## src/rtl/bcd_scan_controller.sv

```systemverilog
// Binary-to-BCD converter (serial double-dabble) feeding a
// time-multiplexed 4-position digit scanner with optional blanking.
module bcd_scan_controller #(
    parameter int unsigned REFRESH_DIV   = 50000,
    parameter bit          BLANK_LEADING = 1'b1
) (
    input  logic        clk,
    input  logic        rst,
    input  logic        in_valid,
    input  logic [7:0]  in_data,
    output logic        in_ready,
    output logic        busy,
    output logic        done,
    output logic [11:0] bcd_out,
    output logic [3:0]  digit,
    output logic [3:0]  digit_en
);

    localparam int CW = (REFRESH_DIV > 1) ? $clog2(REFRESH_DIV) : 1;
    localparam logic [CW-1:0] CNT_MAX = CW'(REFRESH_DIV - 1);

    typedef enum logic [1:0] {
        IDLE,
        SHIFT,
        COMMIT
    } state_t;

    state_t      state;
    logic [7:0]  sr;
    logic [11:0] acc;
    logic [2:0]  iter;
    logic [11:0] disp;

    logic [11:0] acc_adj;
    logic [11:0] acc_next;
    logic [7:0]  sr_next;

    always_comb begin
        acc_adj = acc;
        for (int n = 0; n < 3; n++) begin
            if (acc[n*4 +: 4] >= 4'd5)
                acc_adj[n*4 +: 4] = acc[n*4 +: 4] + 4'd3;
        end
        acc_next = {acc_adj[10:0], sr[7]};
        sr_next  = {sr[6:0], 1'b0};
    end

    always_ff @(posedge clk) begin
        if (rst) begin
            state    <= IDLE;
            in_ready <= 1'b0;
            busy     <= 1'b0;
            done     <= 1'b0;
            bcd_out  <= '0;
            disp     <= '0;
            sr       <= '0;
            acc      <= '0;
            iter     <= '0;
        end else begin
            done <= 1'b0;
            unique case (state)
                IDLE: begin
                    in_ready <= 1'b1;
                    if (in_valid && in_ready) begin
                        sr       <= in_data;
                        acc      <= '0;
                        iter     <= '0;
                        in_ready <= 1'b0;
                        busy     <= 1'b1;
                        state    <= SHIFT;
                    end
                end
                SHIFT: begin
                    acc  <= acc_next;
                    sr   <= sr_next;
                    iter <= iter + 3'd1;
                    if (iter == 3'd7) begin
                        // Results land with the COMMIT cycle so done and
                        // bcd_out are valid together.
                        busy    <= 1'b0;
                        done    <= 1'b1;
                        bcd_out <= acc_next;
                        disp    <= acc_next;
                        state   <= COMMIT;
                    end
                end
                COMMIT: begin
                    in_ready <= 1'b1;
                    state    <= IDLE;
                end
                default: begin
                    state <= IDLE;
                end
            endcase
        end
    end

    logic [CW-1:0] refresh_cnt;
    logic [1:0]    scan_idx;
    logic [3:0]    sel_digit;
    logic [3:0]    sel_en;
    logic          h_zero;
    logic          t_zero;

    assign h_zero = (disp[11:8] == 4'd0);
    assign t_zero = (disp[7:4] == 4'd0);

    always_comb begin
        sel_digit = '0;
        sel_en    = '0;
        unique case (scan_idx)
            2'd0: begin
                sel_digit = disp[3:0];
                sel_en    = 4'b0001;
            end
            2'd1: begin
                if (!(BLANK_LEADING && h_zero && t_zero)) begin
                    sel_digit = disp[7:4];
                    sel_en    = 4'b0010;
                end
            end
            2'd2: begin
                if (!(BLANK_LEADING && h_zero)) begin
                    sel_digit = disp[11:8];
                    sel_en    = 4'b0100;
                end
            end
            2'd3: begin
                sel_digit = 4'd0;
                sel_en    = BLANK_LEADING ? 4'b0000 : 4'b1000;
            end
            default: begin
                sel_digit = '0;
                sel_en    = '0;
            end
        endcase
    end

    always_ff @(posedge clk) begin
        if (rst) begin
            refresh_cnt <= '0;
            scan_idx    <= '0;
            digit       <= '0;
            digit_en    <= '0;
        end else begin
            if (refresh_cnt == CNT_MAX) begin
                refresh_cnt <= '0;
                scan_idx    <= scan_idx + 2'd1;
            end else begin
                refresh_cnt <= refresh_cnt + 1'b1;
            end
            digit    <= sel_digit;
            digit_en <= sel_en;
        end
    end

endmodule

```

## config.mk

```make
export PLATFORM = sky130hd
export DESIGN_NAME = bcd_scan_controller
export DESIGN_NICKNAME = d
export VERILOG_FILES = /design/src/rtl/bcd_scan_controller.sv
export SDC_FILE = /design/constraint.sdc
export NUM_CORES = 1
export LEC_CHECK = 0
export CAP_MARGIN = 10
export CORE_MARGIN = 4
export CORE_UTILIZATION = 40
export CTS_BUF_LIST = sky130_fd_sc_hd__clkbuf_4
export CTS_CLUSTER_DIAMETER = 100
export DETAILED_ROUTE_END_ITERATION = 7
export DONT_BUFFER_PORTS = 1
export PLACE_DENSITY = 0.64
export SLEW_MARGIN = 5
export SYNTH_ARGS = -nofsm -noshare
export SYNTH_HDL_FRONTEND = slang
export SYNTH_SLANG_ARGS = --single-unit
export TNS_END_PERCENT = 1
```

## constraint.sdc

```tcl
create_clock -name clk -period 1.35 [get_ports clk]
set_input_delay 0 -clock clk [delete_from_list [all_inputs] [get_ports clk]]
set_output_delay 0 -clock clk [all_outputs]
set_load 0.02 [all_outputs]
```

== After elaboration in Yosys (flattened, before gate mapping) ==
Cells that the tools add are included.
Word-level totals
  register bits: 66
  logic and storage cells: 69
Cells by class
  add/sub/neg operators: 6
  $lt $le $gt $ge: 3
  eq/ne operators: 9
  muxes and demuxes: 24
  bitwise gates (word level): 1
  reduce and logical (&&, ||, !) cells: 14
Operator list (count)
  4-bit case mux with 4 select lines: 2
  12-bit case mux with 2 select lines: 1
  16-bit by 1-bit adder with 16-bit output, second input constant: 1
  16-bit equality test, second input constant: 1
  4-bit 2-to-1 mux: 4
  8-bit case mux with 2 select lines: 1
  4-bit by 3-bit >= comparator with 1-bit output, second input constant: 3
  12-bit 2-to-1 mux: 1
  3-bit 2-to-1 mux: 3
  4-bit by 2-bit adder with 4-bit output, second input constant: 2
  4-bit logical NOT: 2
  8-bit 2-to-1 mux: 1
  2-bit equality test, second input constant: 3
  2-bit 2-to-1 mux: 3
  3-bit case mux with 2 select lines: 1
  2-bit AND reduction: 3
  2-bit by 1-bit equality test with 1-bit output, second input constant: 2
  2-bit logical NOT: 2
  1-bit 2-to-1 mux: 4
  2-bit inequality test, second input constant: 2
  1-bit case mux with 2 select lines: 2
  2-bit case mux with 2 select lines: 1
  2-bit nonzero test: 2
  2-bit OR reduction: 2
  other kinds (7): 8

== Depth between registers and ports, before layout ==
  word-level depth: 4
  gate-level depth with buffers: 6
  depth with buffers taken out: 6

== Worst setup path before layout ==
Ideal clock, no wire load.
  kind: flip-flop to flip-flop
  start: reg acc[4]
  end: reg acc[6]
  library setup time: 92 ps
  data arrival time: 1342 ps
  required time: 1258 ps
  slack: -84 ps
  cell stages (with the launch flop): 7
  period minus slack after synthesis: 1434 ps
  cells stage by stage: dfxtp_1 -> inv_1 -> ha_1 -> nor2b_1 -> o21ba_2 -> mux2_2 -> o32ai_1
On the way
  cells in the longest elaborated chain, start to end: 3
  elaborated cells on any way between the ends: 4
RTL lines
  start: declaration: RTL line 30  | logic [11:0] acc;
  start signal: assignment: RTL line 74  | acc <= acc_next;
  4-bit by 2-bit adder with 4-bit output or 4-bit by 3-bit >= comparator with 1-bit output (tied branches): RTL line 42, 41
  4-bit 2-to-1 mux (*): RTL line 41  | if (acc[n*4 +: 4] >= 4'd5)
  12-bit case mux with 2 select lines (*): RTL line 61  | unique case (state)
Every way passes the cells marked *; elsewhere a longest branch is shown, timed or not.
A chain may end at the register's enable or synchronous reset.

== Worst setup path in the final report ==
Ends and elaborated chain as after synthesis.

==> summary.md <==
| Metric | Value |
|---|---|
| Min-delay worst type | `input pin to flop` |
| IO Port Bufs | `0` |
| Mapped Cells | `323` |
| Critical Path Max Stage Delay | `0.36 ns` |
| Met3 layer usage reported by global route | `0.05199` |
| Leak pwr | `1.439 nW` |
| Area added between synthesis and finish | `32.67%` |
| Fin crit share | `1.022` |
| Antenna violations before repair | `0` |
| WL/cell | `13.86 um` |
| Total routed wirelength | `6541 um` |
| RSZ-0062 raised after global routing | `true` |
| TritonRoute pass-1 iters | `4` |
| Worst EP arrival | `1.70 ns` |
| Clock Sinks | `65` |
| Synth Net Count | `346` |
| DRC | `0` |
| Final core occ | `0.5540` |
| PwrDens | `1034 nW/um^2` |
| CP Launch Type | `flop` |
| Setup clock skew after layout | `0.01403 ns` |
| GRT busiest layer | `met2` |
| Seq/Total Area, Yosys | `0.4512` |
| Max Cap Violations | `0` |
| Fmax | `725.1 MHz` |
| CP max stage cell | `dfxtp_2` |
| # H-tree levels | `3` |
| Met2 global-route usage | `0.2543` |
| Status | `finished with violations` |
| Global placement routability congestion | `0.7703` |
| Die Span X | `92.91 um` |
| Synth warnings | `0` |
| Gr usage total | `0.1614` |
| Bufs on Longest Clock Path | `2` |
| Crit Path Max Fanout | `3` |
| Kind of end point of the critical path | `flop` |
| Worst EP required | `1.67 ns` |
| Final worst slack | `-0.02912 ns` |
| Full die area | `8632 um^2` |
| Met1 Usage GRT | `0.2060` |
| CTS Root Cell | `clkbuf_4` |
| Routed via count | `2,387` |
| Starting Density | `0.4176` |
| I/O pin count | `34` |
| Vias/cell | `5.057` |
| Syn Area/Cell | `8.929 um^2` |
| DIE HEIGHT | `92.91 um` |
| Number of global-route vias before repair | `2,288` |
| Synth area leader | `dfxtp_1` |
| Core ar. | `6907 um^2` |
| Detail Placement HPWL | `4352 um` |
| Final slew viol count | `0` |
| Critical Path, Cell by Cell | `inv_2, ha_4, nor2b_4, o21ba_4, mux2_4, o32ai_2` |
| Antenna fix cells | `0` |
| Final setup viols | `2` |
| Row count | `30` |
| Area share of the largest cell type after synthesis | `0.4512` |
| Critical path class | `flop to flop` |
| Ratio of cells with drive above 1 in the final layout | `0.3191` |
| Worst VDD drop | `0.7891 mV` |
| Final Hold Vio Count | `0` |
| Setup TNS | `-0.05007 ns` |
| Clk slew on worst S/H paths | `0.10 ns` |
| Later-pin clock latency in the skew report | `0.41 ns` |
| Yosys reg bits | `65` |
| Pin count of the biggest net entering global routing | `49` |
| First-pass GRT wire length | `10,870 um` |
| CTS tree | `yes` |
| DRT iter0 DRCs | `89` |
| Number of distinct library cells after synthesis | `43` |
| Minimum clock period | `1.379 ns` |
| Routed Antenna Nets | `0` |
| CTS Buf Count | `9` |
| Violated checks | `setup timing` |
| Mapped Area | `2884 um^2` |
| GRT overflow | `0` |
| Largest cells by area after synthesis | `dfxtp_1 (45%), nor2_1 (6.1%), ha_1 (5.2%)` |
| Nets | `394` |
[synth_stat cells (all sizes together)]
library cell  count
xnor2            15
nor3             17
and2              3
clkbuf            5
ha               12
xor2              2
buf               9
conb              1
and3              1
nor2b             4
nand2b            6
nor2             48
dfxtp            65
nand3             9
and4b             1
a31o              1
o21ai            15
nand4             4
a32oi             2
nand2            28
inv              15
mux2              3
a311oi            7
nor4bb            1
a21oi            14
mux2i             1
o32ai             4
nor4              6
nor3b             4
o21ba             1
or2               1
a22oi             6
nand3b            8
a211oi            4
[path summary, 6_finish.rpt]
path | startpoint | to | slack, ns | depth (start not counted)
max | acc[4]$_SDFFE_PP0P_ | acc[6]$_SDFFE_PP0P_ | -0.03 | 6
min | in_valid | iter[0]$_SDFFE_PP0P_ | 0.08 | 4
max reg2reg | acc[4]$_SDFFE_PP0P_ | acc[6]$_SDFFE_PP0P_ | -0.03 | 6
min reg2reg | sr[6]$_SDFFE_PP0P_ | sr[7]$_SDFFE_PP0P_ | 0.48 | 2
[area by class of cell]
class,instances,area [um^2]
clock buffer,10,75.07
multi-input combinational,229,1702
inverter,15,58.81
clock inverter,6,106.4
timing repair buffer,51,449.2
sequential,65,1315
fill,619,3080
tap,96,120.1
[kinds of logic after synthesis]
family,after synthesis,synth area share
other,1,0.001300
flip-flops,65,0.4512
XOR/XNOR,17,0.05163
buffers and inverters,29,0.04555
AO/OA/AOI/OAI,54,0.1223
AND/OR/NAND/NOR,141,0.2607
multiplexers,4,0.01518
adder cells (fa/ha/maj),12,0.05206
[power breakdown]
part / switching (W) / total (W) / internal [W]
Combinational: 0.000164 / 0.000299 / 0.000134
Sequential: 0.0000345 / 0.00200 / 0.00197
Clock: 0.000706 / 0.00166 / 0.000951
[per-layer routing]
layer  vias to the layer above  wire (um)
met1                      1101       3000
met5                         -          0
met2                        57       3021
met4                         0        133
li1                       1217          -
met3                        12        386
[repair_timing]
action,CTS,global route
gates resized for setup,28,31
endpoints found under the hold margin,65,0
setup endpoints to repair,32,49
hold buffers,11,0
buffers inserted,1,0
pin swaps,2,2
[critical path, delay by kind of cell (launching register included)]
family          cells  cell delay (ns)
simple gates        1             0.12
buf+inv             1             0.06
fa+ha+maj           1             0.16
flops               1             0.36
compound gates      2             0.29
mux                 1             0.31
[per-stage QoR]
| step | cells | hold WS, ns | setup slack, ns | power (W) | area [um^2] |
|---|---|---|---|---|---|
| CTS | 472 | 0.04935 | -0.03392 | 0.003980 | 3699 |
| global route | 472 | 0.06420 | -0.08904 | 0.004101 | 3826 |
| detailed placement | 444 | 0.07974 | -0.1024 | 0.002275 | 3296 |
| floorplan | 323 | 0.1483 | -0.02085 | 0.002215 | 2933 |
| global placement | 444 | 0.07687 | -0.05521 | 0.002270 | 3296 |
| finish | 472 | 0.07697 | -0.02912 | 0.003957 | 3826 |
[placed cells by master (no fill, tap or decap), types with 3 or more instances in the layout]
cell type,instances
dfxtp_1,54
o21ai_1,6
nor4_1,3
dlygate4sd3_1,10
o21ai_0,8
nor3_1,14
a22oi_1,5
buf_4,37
buf_12,3
nand2_1,27
ha_2,5
xnor2_1,12
nor2_1,45
dfxtp_2,11
ha_1,4
inv_2,4
mux2_4,3
inv_1,10
nand3b_1,8
a21oi_1,12
nand3_1,8
nor3_2,3
clkbuf_4,10
nor2_2,3
bufinv_16,3
nand2b_4,4
ha_4,3
a311oi_1,7
[registers in the layout, indices dropped and copies added, names as in the netlist]
name / count
in_ready: 1
acc: 12
digit_en: 3
scan_idx: 2
digit: 4
done: 1
busy: 1
sr: 8
refresh_cnt: 16
iter: 3
state: 2
disp: 12
Power figures use the tool's default switching activity.
